===== src/rtl/if_fetch_unit_if.sv =====
// Fetch-stage handshake bundle: redirect input, instruction-memory port and decode buffer port.
// master = fetch unit, slave = surrounding pipeline/memory.
interface if_fetch_unit_if;
  logic        redirect_valid;
  logic [63:0] redirect_pc;
  logic        imem_req_valid;
  logic        imem_req_ready;
  logic [63:0] imem_req_addr;
  logic        imem_resp_valid;
  logic [63:0] imem_resp_data;
  logic        inst_valid;
  logic        inst_ready;
  logic [31:0] inst;
  logic [63:0] inst_pc;

  modport master (
    input  redirect_valid, redirect_pc, imem_req_ready, imem_resp_valid, imem_resp_data, inst_ready,
    output imem_req_valid, imem_req_addr, inst_valid, inst, inst_pc
  );

  modport slave (
    output redirect_valid, redirect_pc, imem_req_ready, imem_resp_valid, imem_resp_data, inst_ready,
    input  imem_req_valid, imem_req_addr, inst_valid, inst, inst_pc
  );
endinterface


===== src/rtl/if_fetch_unit.sv =====
// RV64 instruction fetch: one outstanding 8-byte read, 32-bit word select, one-entry decode buffer.
// Optional perf counters (fetch/drop/stall) when IF_PERF_CNT_EN is defined.
module if_fetch_unit #(
  parameter logic [63:0] PC_RESET = 64'h0000_0000_8000_0000
) (
  input  logic        clk,
  input  logic        rst_n,
  if_fetch_unit_if.master fif
`ifdef IF_PERF_CNT_EN
  ,
  output logic [63:0] perf_fetch_cnt,
  output logic [63:0] perf_drop_cnt,
  output logic [63:0] perf_stall_cnt
`endif
);

  localparam logic [1:0] S_IDLE = 2'd0;
  localparam logic [1:0] S_REQ  = 2'd1;
  localparam logic [1:0] S_WAIT = 2'd2;

  logic [1:0]  state;
  logic [63:0] pc;
  logic [63:0] req_pc;
  logic        drop;
  logic        inst_vld_q;
  logic [31:0] inst_q;
  logic [63:0] inst_pc_q;

  logic        redir;
  logic [63:0] redir_pc;
  logic [63:0] pc_eff;
  logic        req_word;
  logic        resp;
  logic        load;
  logic        buf_free;
  logic [31:0] word;
  logic        unused_redir_lsb;

  assign redir            = fif.redirect_valid;
  assign redir_pc         = {fif.redirect_pc[63:2], 2'b00};
  assign unused_redir_lsb = ^fif.redirect_pc[1:0];
  // A redirect seen while leaving IDLE is captured directly so the request targets the new PC.
  assign pc_eff   = redir ? redir_pc : pc;
  assign req_word = req_pc[2];
  assign resp     = (state == S_WAIT) && fif.imem_resp_valid;
  assign load     = resp && !drop && !redir;
  assign buf_free = !inst_vld_q || fif.inst_ready || redir;
  assign word     = req_word ? fif.imem_resp_data[63:32] : fif.imem_resp_data[31:0];

  assign fif.imem_req_valid = (state == S_REQ);
  assign fif.imem_req_addr  = {req_pc[63:3], 3'b000};
  assign fif.inst_valid     = inst_vld_q;
  assign fif.inst           = inst_q;
  assign fif.inst_pc        = inst_pc_q;

  always_ff @(posedge clk or negedge rst_n) begin
    if (!rst_n) begin
      state      <= S_IDLE;
      pc         <= PC_RESET;
      req_pc     <= PC_RESET;
      drop       <= 1'b0;
      inst_vld_q <= 1'b0;
      inst_q     <= '0;
      inst_pc_q  <= '0;
    end else begin
      case (state)
        S_IDLE: if (buf_free) begin
          state  <= S_REQ;
          req_pc <= pc_eff;
        end
        S_REQ:  if (fif.imem_req_ready) state <= S_WAIT;
        S_WAIT: if (fif.imem_resp_valid) state <= S_IDLE;
        default: state <= S_IDLE;
      endcase

      // The pending request is never withdrawn; its response is marked stale instead.
      if (resp)
        drop <= 1'b0;
      else if (redir && (state == S_REQ || state == S_WAIT))
        drop <= 1'b1;

      if (redir)
        pc <= redir_pc;
      else if (load)
        pc <= req_pc + 64'd4;

      if (load) begin
        inst_q    <= word;
        inst_pc_q <= req_pc;
      end

      if (redir)
        inst_vld_q <= 1'b0;
      else if (load)
        inst_vld_q <= 1'b1;
      else if (fif.inst_ready)
        inst_vld_q <= 1'b0;
    end
  end

`ifdef IF_PERF_CNT_EN
  always_ff @(posedge clk or negedge rst_n) begin
    if (!rst_n) begin
      perf_fetch_cnt <= '0;
      perf_drop_cnt  <= '0;
      perf_stall_cnt <= '0;
    end else begin
      if (load)
        perf_fetch_cnt <= perf_fetch_cnt + 64'd1;
      if (resp && (drop || redir))
        perf_drop_cnt <= perf_drop_cnt + 64'd1;
      if (inst_vld_q && !fif.inst_ready)
        perf_stall_cnt <= perf_stall_cnt + 64'd1;
    end
  end
`endif

endmodule

===== src/flat_wrapper.sv =====
// flat-port wrapper written by rule: the top's interface ports become plain ports
module if_fetch_unit_flat 
#(
  parameter logic [63:0] PC_RESET = 64'h0000_0000_8000_0000
)
  (clk, rst_n, fif_redirect_valid, fif_redirect_pc, fif_imem_req_ready, fif_imem_resp_valid, fif_imem_resp_data, fif_inst_ready, fif_imem_req_valid, fif_imem_req_addr, fif_inst_valid, fif_inst, fif_inst_pc);
  if_fetch_unit_if fif_i ();
  input  logic clk;
  input  logic rst_n;
  input wire logic [$bits(fif_i.redirect_valid)-1:0] fif_redirect_valid;
  input wire logic [$bits(fif_i.redirect_pc)-1:0] fif_redirect_pc;
  input wire logic [$bits(fif_i.imem_req_ready)-1:0] fif_imem_req_ready;
  input wire logic [$bits(fif_i.imem_resp_valid)-1:0] fif_imem_resp_valid;
  input wire logic [$bits(fif_i.imem_resp_data)-1:0] fif_imem_resp_data;
  input wire logic [$bits(fif_i.inst_ready)-1:0] fif_inst_ready;
  output wire logic [$bits(fif_i.imem_req_valid)-1:0] fif_imem_req_valid;
  output wire logic [$bits(fif_i.imem_req_addr)-1:0] fif_imem_req_addr;
  output wire logic [$bits(fif_i.inst_valid)-1:0] fif_inst_valid;
  output wire logic [$bits(fif_i.inst)-1:0] fif_inst;
  output wire logic [$bits(fif_i.inst_pc)-1:0] fif_inst_pc;
  assign fif_i.redirect_valid = fif_redirect_valid;
  assign fif_i.redirect_pc = fif_redirect_pc;
  assign fif_i.imem_req_ready = fif_imem_req_ready;
  assign fif_i.imem_resp_valid = fif_imem_resp_valid;
  assign fif_i.imem_resp_data = fif_imem_resp_data;
  assign fif_i.inst_ready = fif_inst_ready;
  assign fif_imem_req_valid = fif_i.imem_req_valid;
  assign fif_imem_req_addr = fif_i.imem_req_addr;
  assign fif_inst_valid = fif_i.inst_valid;
  assign fif_inst = fif_i.inst;
  assign fif_inst_pc = fif_i.inst_pc;
  if_fetch_unit #(.PC_RESET(PC_RESET)) u_core (.clk(clk), .rst_n(rst_n), .fif(fif_i));
endmodule

===== config.mk =====
export PLATFORM = sky130hd
export DESIGN_NAME = if_fetch_unit_flat
export DESIGN_NICKNAME = d
export VERILOG_FILES = /design/src/rtl/if_fetch_unit_if.sv /design/src/rtl/if_fetch_unit.sv /design/src/flat_wrapper.sv
export SDC_FILE = /design/constraint.sdc
export NUM_CORES = 1
export LEC_CHECK = 0
export ABC_AREA = 0
export ABC_CLOCK_PERIOD_IN_PS = 5900
export CORE_MARGIN = 2
export CORE_UTILIZATION = 50
export DETAILED_ROUTE_END_ITERATION = 10
export PLACE_DENSITY = 0.88
export SKIP_CTS_REPAIR_TIMING = 1
export SLEW_MARGIN = 20
export SYNTH_ARGS = -nofsm -noshare
export SYNTH_HDL_FRONTEND = slang
export SYNTH_SLANG_ARGS = --single-unit

===== constraint.sdc =====
create_clock -name clk -period 5.9 [get_ports clk]
set_input_delay 1.475 -clock clk [delete_from_list [all_inputs] [get_ports clk]]
set_output_delay 1.475 -clock clk [all_outputs]
set_load 0.005 [all_outputs]

==> flow_summary_export.csv, run 1 <==
group,metric,value,unit
pwr,switching_power,2.35,mW
timing,whs,0.470,ns
pwr,p_int,4.47,mW
final_layout,drive_gt1_share,5.11,%
synth,ys_async_sr_fraction,100,%
global_route,grt_start_max_net_pins,106,
final_layout,final_cells,1715,
final_layout,design_area,14800,sq um
global_route,grt_usage,25.5,%
pwr,combPwrFrac,35.1,%
timing,hold_viol_final,0,
pwr,swShare,34.5,%
timing,finClkSkew,0.0197,ns
placed_design,dp.cells,1668,
timing,fmax,287,MHz
worst_setup_path,worstPathRequired,6.33,ns
placed_design,placed_area,14000,sq um
pwr,p_per_area,460,nW/um^2
timing,timing.final.crit_share,59.0,%
timing,finalCriticalPeriod,3.48,ns
timing,rsz0062_at_grt,"no",
worst_setup_path,path_cells,"ha_1 -> and4_2 -> nand4_4 -> nor4_4 -> nand3_1 -> xor2_1 -> o31ai_1",
clocking,cts_num_sinks,228,
timing,slew_headroom,26.8,%
clocking,insertion_delay,0.53,ns
placed_design,gp_congestion,0.805,
routing,routed_wl,31000,microns
floorplanning,die-area,24000,sq um
pwr,power_frac_seq,41.1,%
clocking,cts_htree_levels,1,
floorplanning,ios,296,
worst_setup_path,crit_arrival,3.92,ns
final_layout,fill_cells,1728,
clocking,cts_root_buf,"clkbuf_16",
routing,dr.first_iter.drc_count,779,
routing,drt_first_pass_iters,6,
global_route,grt_overflow_total,0,
worst_setup_path,cpPeakStageDelay,1.07,ns
timing,setup_viol,0,
timing,drv_slew,0,
pwr,p_leak,6.55,nW
synth,syn_area,11400,sq um
synth,synth-seq-cells,228,
synth,synth_top_flop_cell,"dfrtp_1",
placed_design,detailed_place_hpwl,21100,microns
pwr,ir_drop,271,uV
floorplanning,start_util,50.6,%
synth,yosysSeqAreaShare,50.1,%
worst_setup_path,start_kind,"register",
global_route,antenna_found_initial,1,
timing,finalSetupTns,0,ns
clocking,clk_pin_slew,0.06,ns
floorplanning,die_w,155,microns
clocking,cts_tree,"built",
worst_setup_path,critical_path_class,"reg -> reg",
synth,syn_area_per_cell,9.30,sq um
routing,drc,0,
routing,via_per_inst,5.58,
worst_setup_path,endpoint_kind,"register",
flow_run,drv_cap,0,
outcome,status,"finished clean",
global_route,grt_pass1_wl,49800,microns
synth,yosysUniqueCellTypes,46,
final_layout,syn2layout_area_growth,30.2,%
worst_setup_path,crit_fanout,38,
final_layout,nets,1550,
worst_setup_path,cp_slowest_cell,"dfrtp_2",
clocking,tritoncts.num_buffers,25,
synth,syn_inst,1225,
routing,drtAntennaViolNets,0,
global_route,grt_pass1_vias,9709,
routing,vias,9562,
synth,synth-edff-count,0,
synth,yosysWarningCount,0,
hold_path,hp-class,"reg -> reg",
timing,worst_pin_slew,1.09,ns
pwr,clkPwrFrac,23.8,%
placed_design,port_buffers,290,
final_layout,final_core_util,65.9,%
floorplanning,rows,55,
routing,wire_per_inst,18.1,microns
clocking,clk_path_buf_depth,3,
floorplanning,die_h,155,microns
floorplanning,core,22500,sq um
==> routing by layer <==
metal / up-vias / share of wire, % / track usage [%]
li1: 4470 / - / -
met1: 4622 / 40 / 31.9
met2: 399 / 49 / 43.6
met3: 71 / 8.2 / 5.13
met4: 0 / 3.5 / 9.92
met5: - / 0 / 0
==> sequential cells by signal (all words and copies together) (netlist names) <==
signal                 count
u_core.drop                1
u_core.req_pc             64
u_core.state               2
u_core.fif.inst           32
u_core.pc                 64
u_core.fif.inst_pc        64
u_core.fif.inst_valid      1
==> worst max-delay path: cells and delay by family (launching register included) <==
family,cells,cell delay (ns)
XOR/XNOR,1,0.20
AO/OA/AOI/OAI,1,0.21
flip-flops,1,1.07
adder cells (fa/ha/maj),1,0.35
AND/OR/NAND/NOR,4,1.53
==> metrics by stage <==
stage | power (mW) | setup WS (ns)
detailed placement | 5.21 | 2.01
global placement | 5.07 | 2.06
finish | 6.82 | 2.42
CTS | 6.86 | 2.44
global route | 7.24 | 2.20
floorplan | 4.00 | 3.05
==> Yosys cell counts, drive strengths merged (2+ instances only) <==
| master | count | area (sq um) |
|---|---|---|
| o21ai | 121 | 606 |
| nand3 | 25 | 130 |
| a31oi | 33 | 206 |
| xor2 | 39 | 342 |
| inv | 10 | 37.5 |
| nor3 | 6 | 61.3 |
| nand2 | 300 | 1130 |
| o221ai | 8 | 70.1 |
| and4 | 11 | 97.6 |
| nand2b | 31 | 194 |
| and3 | 18 | 113 |
| o31ai | 7 | 52.6 |
| and2 | 4 | 25.0 |
| nand3b | 2 | 15.0 |
| clkbuf | 59 | 224 |
| dfstp | 2 | 52.6 |
| dfrtp | 226 | 5660 |
| nor4 | 7 | 65.1 |
| ha | 6 | 75.1 |
| xnor2 | 19 | 166 |
| buf | 85 | 592 |
| a21oi | 11 | 55.1 |
| nand4 | 24 | 178 |
| mux2i | 75 | 751 |
| nor2 | 56 | 210 |
| or3 | 3 | 18.8 |
| a22oi | 31 | 233 |
==> kinds of logic (layout without fill, tap and decap cells) <==
logic type               Yosys count  count (layout)  share of synthesized area (%)
buffers and inverters            154             356                           7.49
adder cells (fa/ha/maj)            6               6                          0.659
other                              1               4                         0.0329
AO/OA/AOI/OAI                    212             212                           10.8
XOR/XNOR                          58              58                           4.46
flip-flops                       228             228                           50.1
multiplexers                      75              75                           6.59
AND/OR/NAND/NOR                  491             491                           19.9
==> power by group through the flow <==
stage                     logic (mW)  clock network, mW  registers (mW)
after detailed placement        2.39                  0            2.81
after CTS                       2.41               1.65            2.79
after global placement          2.31                  0            2.77
after floorplan                 1.44                  0            2.56
final                           2.39               1.62            2.80
after global routing            2.64               1.72            2.88
==> final cells by class <==
class                   count  area (sq um)  share of cell area, %
flip-flops and latches    228          5710                   38.5
multi-input cells         845          4870                   32.8
repair buffers            300          2990                   20.2
clock buffers              38           734                   4.95
well taps                 285           357                   2.40
clock inverters             8           133                  0.894
inverters                  10          37.5                  0.253
diodes                      1          2.50                 0.0169
==> layout by cell type (no fill, tap or decap), types with 4 or more instances in the layout <==
cell	count
dfrtp_1	225
nand3_1	24
clkdlybuf4s50_1	288
nand2b_1	31
clkbuf_16	25
clkbuf_8	6
nor2_1	53
nor3_2	4
nand2_1	299
a21oi_1	11
o21ai_1	13
nor4_1	5
and4_1	10
xor2_1	39
inv_1	10
clkbuf_1	7
buf_4	10
and3_1	18
mux2i_1	75
o21ai_0	108
nand4_1	21
a31oi_1	33
o31ai_1	7
xnor2_1	19
ha_1	6
a22oi_1	31
o221ai_1	8
==> final timing paths <==
| path | from | end | slack [ns] | cells after the start |
|---|---|---|---|---|
| setup / recovery | u_core.req_pc[2]$_DFFE_PN0P_ | u_core.pc[48]$_DFFE_PN0P_ | 2.42 | 7 |
| hold / removal | u_core.fif.inst_pc[20]$_DFFE_PN0P_ | u_core.fif.inst_pc[20]$_DFFE_PN0P_ | 0.47 | 2 |
| setup reg to reg | u_core.req_pc[2]$_DFFE_PN0P_ | u_core.pc[48]$_DFFE_PN0P_ | 2.42 | 7 |
| hold reg to reg | u_core.fif.inst_pc[20]$_DFFE_PN0P_ | u_core.fif.inst_pc[20]$_DFFE_PN0P_ | 0.47 | 2 |
| max in group asynchronous | rst_n | u_core.fif.inst_pc[27]$_DFFE_PN0P_ | 3.85 | 2 |
| min in group asynchronous | rst_n | u_core.req_pc[51]$_DFFE_PN0P_ | 0.93 | 1 |
Power figures use the tool's default switching activity.
==> run 2: changes to the inputs <==
--- a/config.mk
+++ b/config.mk
@@ -6,11 +6,11 @@
 export NUM_CORES = 1
 export LEC_CHECK = 0
 export ABC_AREA = 0
-export ABC_CLOCK_PERIOD_IN_PS = 5900
+export ABC_CLOCK_PERIOD_IN_PS = 3000
 export CORE_MARGIN = 2
-export CORE_UTILIZATION = 50
+export CORE_UTILIZATION = 45
 export DETAILED_ROUTE_END_ITERATION = 10
-export PLACE_DENSITY = 0.88
+export PLACE_DENSITY = 0.84
 export SKIP_CTS_REPAIR_TIMING = 1
 export SLEW_MARGIN = 20
 export SYNTH_ARGS = -nofsm -noshare
==> constraint.sdc (replaced) <==
create_clock -name clk -period 3 [get_ports clk]
set_input_delay 0.75 -clock clk [delete_from_list [all_inputs] [get_ports clk]]
set_output_delay 0.75 -clock clk [all_outputs]
set_load 0.005 [all_outputs]
==> flow_summary_export.csv, run 2 (synthesized netlist as in run 1, its figures left out) <==
group,metric,value,unit
outcome,status,"finished clean",
pwr,combPwrFrac,36.7,%
final_layout,final_cell_mix,"nand2_1 (299), clkdlybuf4s50_1 (288), dfrtp_1 (225), o21ai_0 (108), mux2i_1 (75)",
timing,slew_headroom,42.3,%
worst_setup_path,worstPathRequired,2.25,ns
pwr,switching_power,4.64,mW
timing,drv_slew,0,
floorplanning,core,25000,sq um
final_layout,syn2layout_area_growth,32.0,%
worst_setup_path,r2r_cells,7,
timing,timing.final.crit_share,83.3,%
pwr,power_frac_seq,40.1,%
timing,finalSetupTns,0,ns
placed_design,detailed_place_hpwl,21700,microns
global_route,grt_start_max_net_pins,92,
floorplanning,start_util,45.5,%
routing,drtAntennaViolNets,0,
timing,setup_viol,0,
final_layout,drive_gt1_share,6.17,%
routing,dr.first_iter.drc_count,707,
timing,finClkSkew,0.00948,ns
clocking,clk_path_buf_depth,3,
worst_setup_path,critical-path-top-delay-family,"flip-flops",
worst_setup_path,critical_path_class,"reg -> out",
global_route,grtUsageMet3,4.55,%
timing,rsz0062_at_grt,"no",
timing,finalCriticalPeriod,2.50,ns
global_route,grt_overflow_total,0,
clocking,tritoncts.num_buffers,26,
final_layout,design_area,15000,sq um
clocking,cts_num_sinks,228,
worst_setup_path,crit_fanout,11,
worst_setup_path,cp_slowest_cell,"dfrtp_1",
hold_path,hp-class,"in -> async",
global_route,grt_pass1_wl,49600,microns
clocking,cts_htree_levels,1,
pwr,ir_drop,605,uV
placed_design,dp.cells,1726,
floorplanning,die-area,26600,sq um
final_layout,final_common_cell,"nand2_1",
worst_setup_path,path_buf_inv,1,
timing,worst_pin_slew,0.866,ns
floorplanning,ios,296,
timing,hold_viol_final,0,
global_route,busiest_layer,"met2",
floorplanning,die_h,163,microns
pwr,p_leak,6.63,nW
worst_setup_path,cpPeakStageDelay,0.63,ns
global_route,grt_pass1_vias,9563,
final_layout,nets,1564,
worst_setup_path,path_depth,1,
final_layout,fill_cells,2021,
worst_setup_path,path_cells,"clkdlybuf4s50_1",
clocking,cts_root_buf,"clkbuf_16",
placed_design,placed_area,14200,sq um
placed_design,port_buffers,290,
floorplanning,die_w,163,microns
routing,drt_first_pass_iters,5,
floorplanning,rows,58,
clocking,cts_tree,"built",
worst_setup_path,crit_arrival,1.75,ns
routing,routed_wl,31400,microns
routing,vias,9579,
final_layout,final_cells,1774,
pwr,clkPwrFrac,23.3,%
pwr,swShare,34.7,%
routing,drc,0,
global_route,met1_usage,29.2,%
routing,wire_per_inst,17.7,microns
clocking,insertion_delay,0.53,ns
worst_setup_path,endpoint_kind,"output pin",
placed_design,gp_congestion,0.828,
worst_setup_path,start_kind,"register",
clocking,clk_pin_slew,0.06,ns
pwr,p_int,8.75,mW
global_route,grt_usage,23.2,%
global_route,use_met2,40.4,%
pwr,p_per_area,891,nW/um^2
flow_run,drv_cap,0,
timing,fmax,400,MHz
global_route,antenna_found_initial,1,
routing,via_per_inst,5.40,
## run 2: final timing paths
kind	start	endpoint	slack (ns)
worst max register to register	u_core.req_pc[3]$_DFFE_PN0P_	u_core.pc[60]$_DFFE_PN0P_	0.52
min in group clk	u_core.fif.inst_pc[39]$_DFFE_PN0P_	u_core.fif.inst_pc[39]$_DFFE_PN0P_	0.47
worst max-delay path	u_core.req_pc[30]$_DFFE_PN0P_	fif_imem_req_addr[30]	0.50
worst min register to register	u_core.fif.inst_pc[39]$_DFFE_PN0P_	u_core.fif.inst_pc[39]$_DFFE_PN0P_	0.47
worst min-delay path	rst_n	u_core.req_pc[51]$_DFFE_PN0P_	0.18
max in group asynchronous	rst_n	u_core.req_pc[31]$_DFFE_PN1P_	2.09
## run 2: layout make-up
cell class,instances,area [sq um],area share [%]
diodes,1,2.50,0.0166
inverters,10,37.5,0.250
flip-flops and latches,228,5710,38.0
clock buffers,38,766,5.09
repair buffers,313,3150,21.0
multi-input cells,845,4860,32.4
well taps,330,413,2.75
clock inverters,9,86.3,0.574
## run 2: stage by stage
stage | setup WS [ns] | hold WS (ns) | total power [mW] | util [%]
global route | 0.338 | 0.220 | 14.3 | 60.0
floorplan | 0.877 | 0.454 | 7.87 | -
global placement | 0.426 | 0.459 | 10.1 | 56.6
detailed placement | 0.380 | 0.462 | 10.3 | 56.6
CTS | 0.494 | 0.206 | 13.5 | 60.0
finish | 0.500 | 0.185 | 13.4 | 60.0
## run 2: metal layers
layer | wire length (microns) | share of wire, %
met5 | 0 | 0
met4 | 802 | 2.6
met3 | 2370 | 7.6
met2 | 15500 | 49
met1 | 12700 | 41
## run 2: power by group through the flow
| stage | registers (mW) | logic, mW | clock network (mW) |
|---|---|---|---|
| final | 5.37 | 4.91 | 3.12 |
| after global routing | 5.52 | 5.42 | 3.33 |
| after CTS | 5.36 | 4.96 | 3.19 |
| after detailed placement | 5.40 | 4.92 | 0 |
| after global placement | 5.33 | 4.76 | 0 |
| after floorplan | 5.04 | 2.83 | 0 |
==> run 3: changes to the inputs <==
--- a/config.mk
+++ b/config.mk
@@ -6,7 +6,7 @@
 export NUM_CORES = 1
 export LEC_CHECK = 0
 export ABC_AREA = 0
-export ABC_CLOCK_PERIOD_IN_PS = 3000
+export ABC_CLOCK_PERIOD_IN_PS = 2000
 export CORE_MARGIN = 2
 export CORE_UTILIZATION = 45
 export DETAILED_ROUTE_END_ITERATION = 10
==> constraint.sdc (replaced) <==
create_clock -name clk -period 2 [get_ports clk]
set_input_delay 0.5 -clock clk [delete_from_list [all_inputs] [get_ports clk]]
set_output_delay 0.5 -clock clk [all_outputs]
set_load 0.005 [all_outputs]
==> flow_summary_export.csv, run 3 (synthesized netlist as in run 1, its figures left out) <==
group,metric,value,unit
final_layout,drive_gt1_share,17.0,%
timing,rsz0062_at_grt,"yes",
worst_setup_path,crit_arrival,1.71,ns
final_layout,final_common_cell,"nand2_1",
routing,drtAntennaViolNets,0,
clocking,cts_htree_levels,1,
timing,setup_slack,-0.211,ns
global_route,grt_usage,24.2,%
clocking,clk_pin_slew,0.06,ns
final_layout,final_cell_mix,"nand2_1 (298), clkdlybuf4s50_1 (235), dfrtp_1 (214), buf_4 (114), o21ai_0 (91)",
final_layout,nets,1706,
timing,drv_slew,0,
floorplanning,die-area,26600,sq um
routing,drt_first_pass_iters,7,
final_layout,design_area,16700,sq um
timing,fmax,452,MHz
worst_setup_path,crit_fanout,5,
timing,worst_pin_slew,0.592,ns
placed_design,post-place-ws,-0.153,ns
final_layout,final_cells,1915,
clocking,cts_root_buf,"clkbuf_16",
pwr,power_frac_seq,32.7,%
global_route,grt_start_max_net_pins,88,
global_route,antenna_found_initial,1,
timing,finClkSkew,0.0283,ns
clocking,clk_path_buf_depth,3,
floorplanning,rows,58,
timing,slew_headroom,60.5,%
timing,timing.final.crit_share,111,%
clocking,tritoncts.num_buffers,25,
global_route,grt_overflow_total,0,
routing,dr.first_iter.drc_count,871,
floorplanning,die_h,163,microns
worst_setup_path,worstPathRequired,1.50,ns
pwr,swShare,34.8,%
pwr,p_int,14.6,mW
timing,finalCriticalPeriod,2.21,ns
timing,hold_viol_final,0,
pwr,ir_drop,865,uV
clocking,insertion_delay,0.53,ns
placed_design,dp.cells,1801,
outcome,violations,"negative setup slack",
pwr,clkPwrFrac,20.8,%
floorplanning,core,25000,sq um
worst_setup_path,endpoint_kind,"output pin",
routing,wire_per_inst,19.0,microns
pwr,p_leak,8.00,nW
flow_run,drv_cap,0,
timing,setup_viol,8,
routing,drc,0,
placed_design,detailed_place_hpwl,23000,microns
placed_design,port_buffers,290,
pwr,switching_power,7.77,mW
routing,via_per_inst,5.50,
floorplanning,start_util,45.5,%
hold_path,hp-class,"in -> reg",
clocking,cts_tree,"built",
routing,vias,10500,
floorplanning,ios,296,
pwr,p_per_area,1340,nW/um^2
pwr,total_power,22.4,mW
global_route,grt_pass1_wl,51700,microns
floorplanning,die_w,163,microns
placed_design,placed_area,14900,sq um
timing,whs,0.304,ns
clocking,cts_num_sinks,228,
placed_design,gp_congestion,0.860,
final_layout,syn2layout_area_growth,46.9,%
outcome,status,"complete, but fails checks",
worst_setup_path,critical_path_class,"reg -> out",
pwr,combPwrFrac,46.4,%
routing,routed_wl,36300,microns
worst_setup_path,start_kind,"register",
global_route,grt_pass1_vias,10100,
[run 3: cell types whose count changed in the layout (fill, tap and decap cells not counted), sizes merged]
cell and change:
dlymetal6s2s +53, clkdlybuf4s50 -53, inv +1, buf +140, dlygate4sd3 +1, clkinv -1
[run 3: metal layers]
layer | routed length, microns | track usage (%)
met5 | 0 | 0
met4 | 1030 | 8.45
met3 | 2790 | 4.37
met2 | 18200 | 42.1
met1 | 14300 | 30.2
[run 3: final timing paths]
check / from / endpoint / slack [ns] / cells after the start
worst max-delay path: u_core.state[1]$_DFFE_PN0P_ / fif_imem_req_valid / -0.21 / 3
worst min-delay path: fif_redirect_valid / u_core.pc[12]$_DFFE_PN0P_ / 0.30 / 2
worst max register to register: u_core.req_pc[4]$_DFFE_PN0P_ / u_core.pc[49]$_DFFE_PN0P_ / -0.09 / 10
worst min register to register: u_core.fif.inst[3]$_DFFE_PN0P_ / u_core.fif.inst[3]$_DFFE_PN0P_ / 0.48 / 2
max in group asynchronous: rst_n / u_core.req_pc[56]$_DFFE_PN0P_ / 0.86 / 3
min in group asynchronous: rst_n / u_core.fif.inst_pc[49]$_DFFE_PN0P_ / 0.45 / 2
[run 3: area by class of cell]
cell class | count | area [sq um]
clock inverter | 9 | 78.8
inverter | 10 | 37.5
clock buffer | 36 | 747
multi-input combinational | 845 | 5070
sequential | 228 | 5720
timing repair buffer | 456 | 4660
fill | 1778 | 8310
tap | 330 | 413
antenna | 1 | 2.50
[run 3: critical path, cell delays in order (launching register included)]
cell and delay, ns:
dfrtp_1 0.39, inv_2 0.10, ha_1 0.19, clkdlybuf4s50_1 0.52
[run 3: through the flow]
| step | setup TNS, ns | util [%] |
|---|---|---|
| final | -0.434 | 66.8 |
| after floorplan | 0 | - |
| after global placement | -7.49 | 59.4 |
| after CTS | -4.47 | 62.7 |
| after detailed placement | -11.08 | 59.4 |
| after global routing | -2.35 | 66.8 |
[run 3: power by group through the flow]
stage	clock network (mW)	registers [mW]	logic (mW)
after floorplan	0	7.56	4.25
after global placement	0	7.26	8.87
after detailed placement	0	7.35	9.14
after CTS	4.70	7.29	9.22
after global routing	4.92	7.49	11.1
final	4.65	7.32	10.4
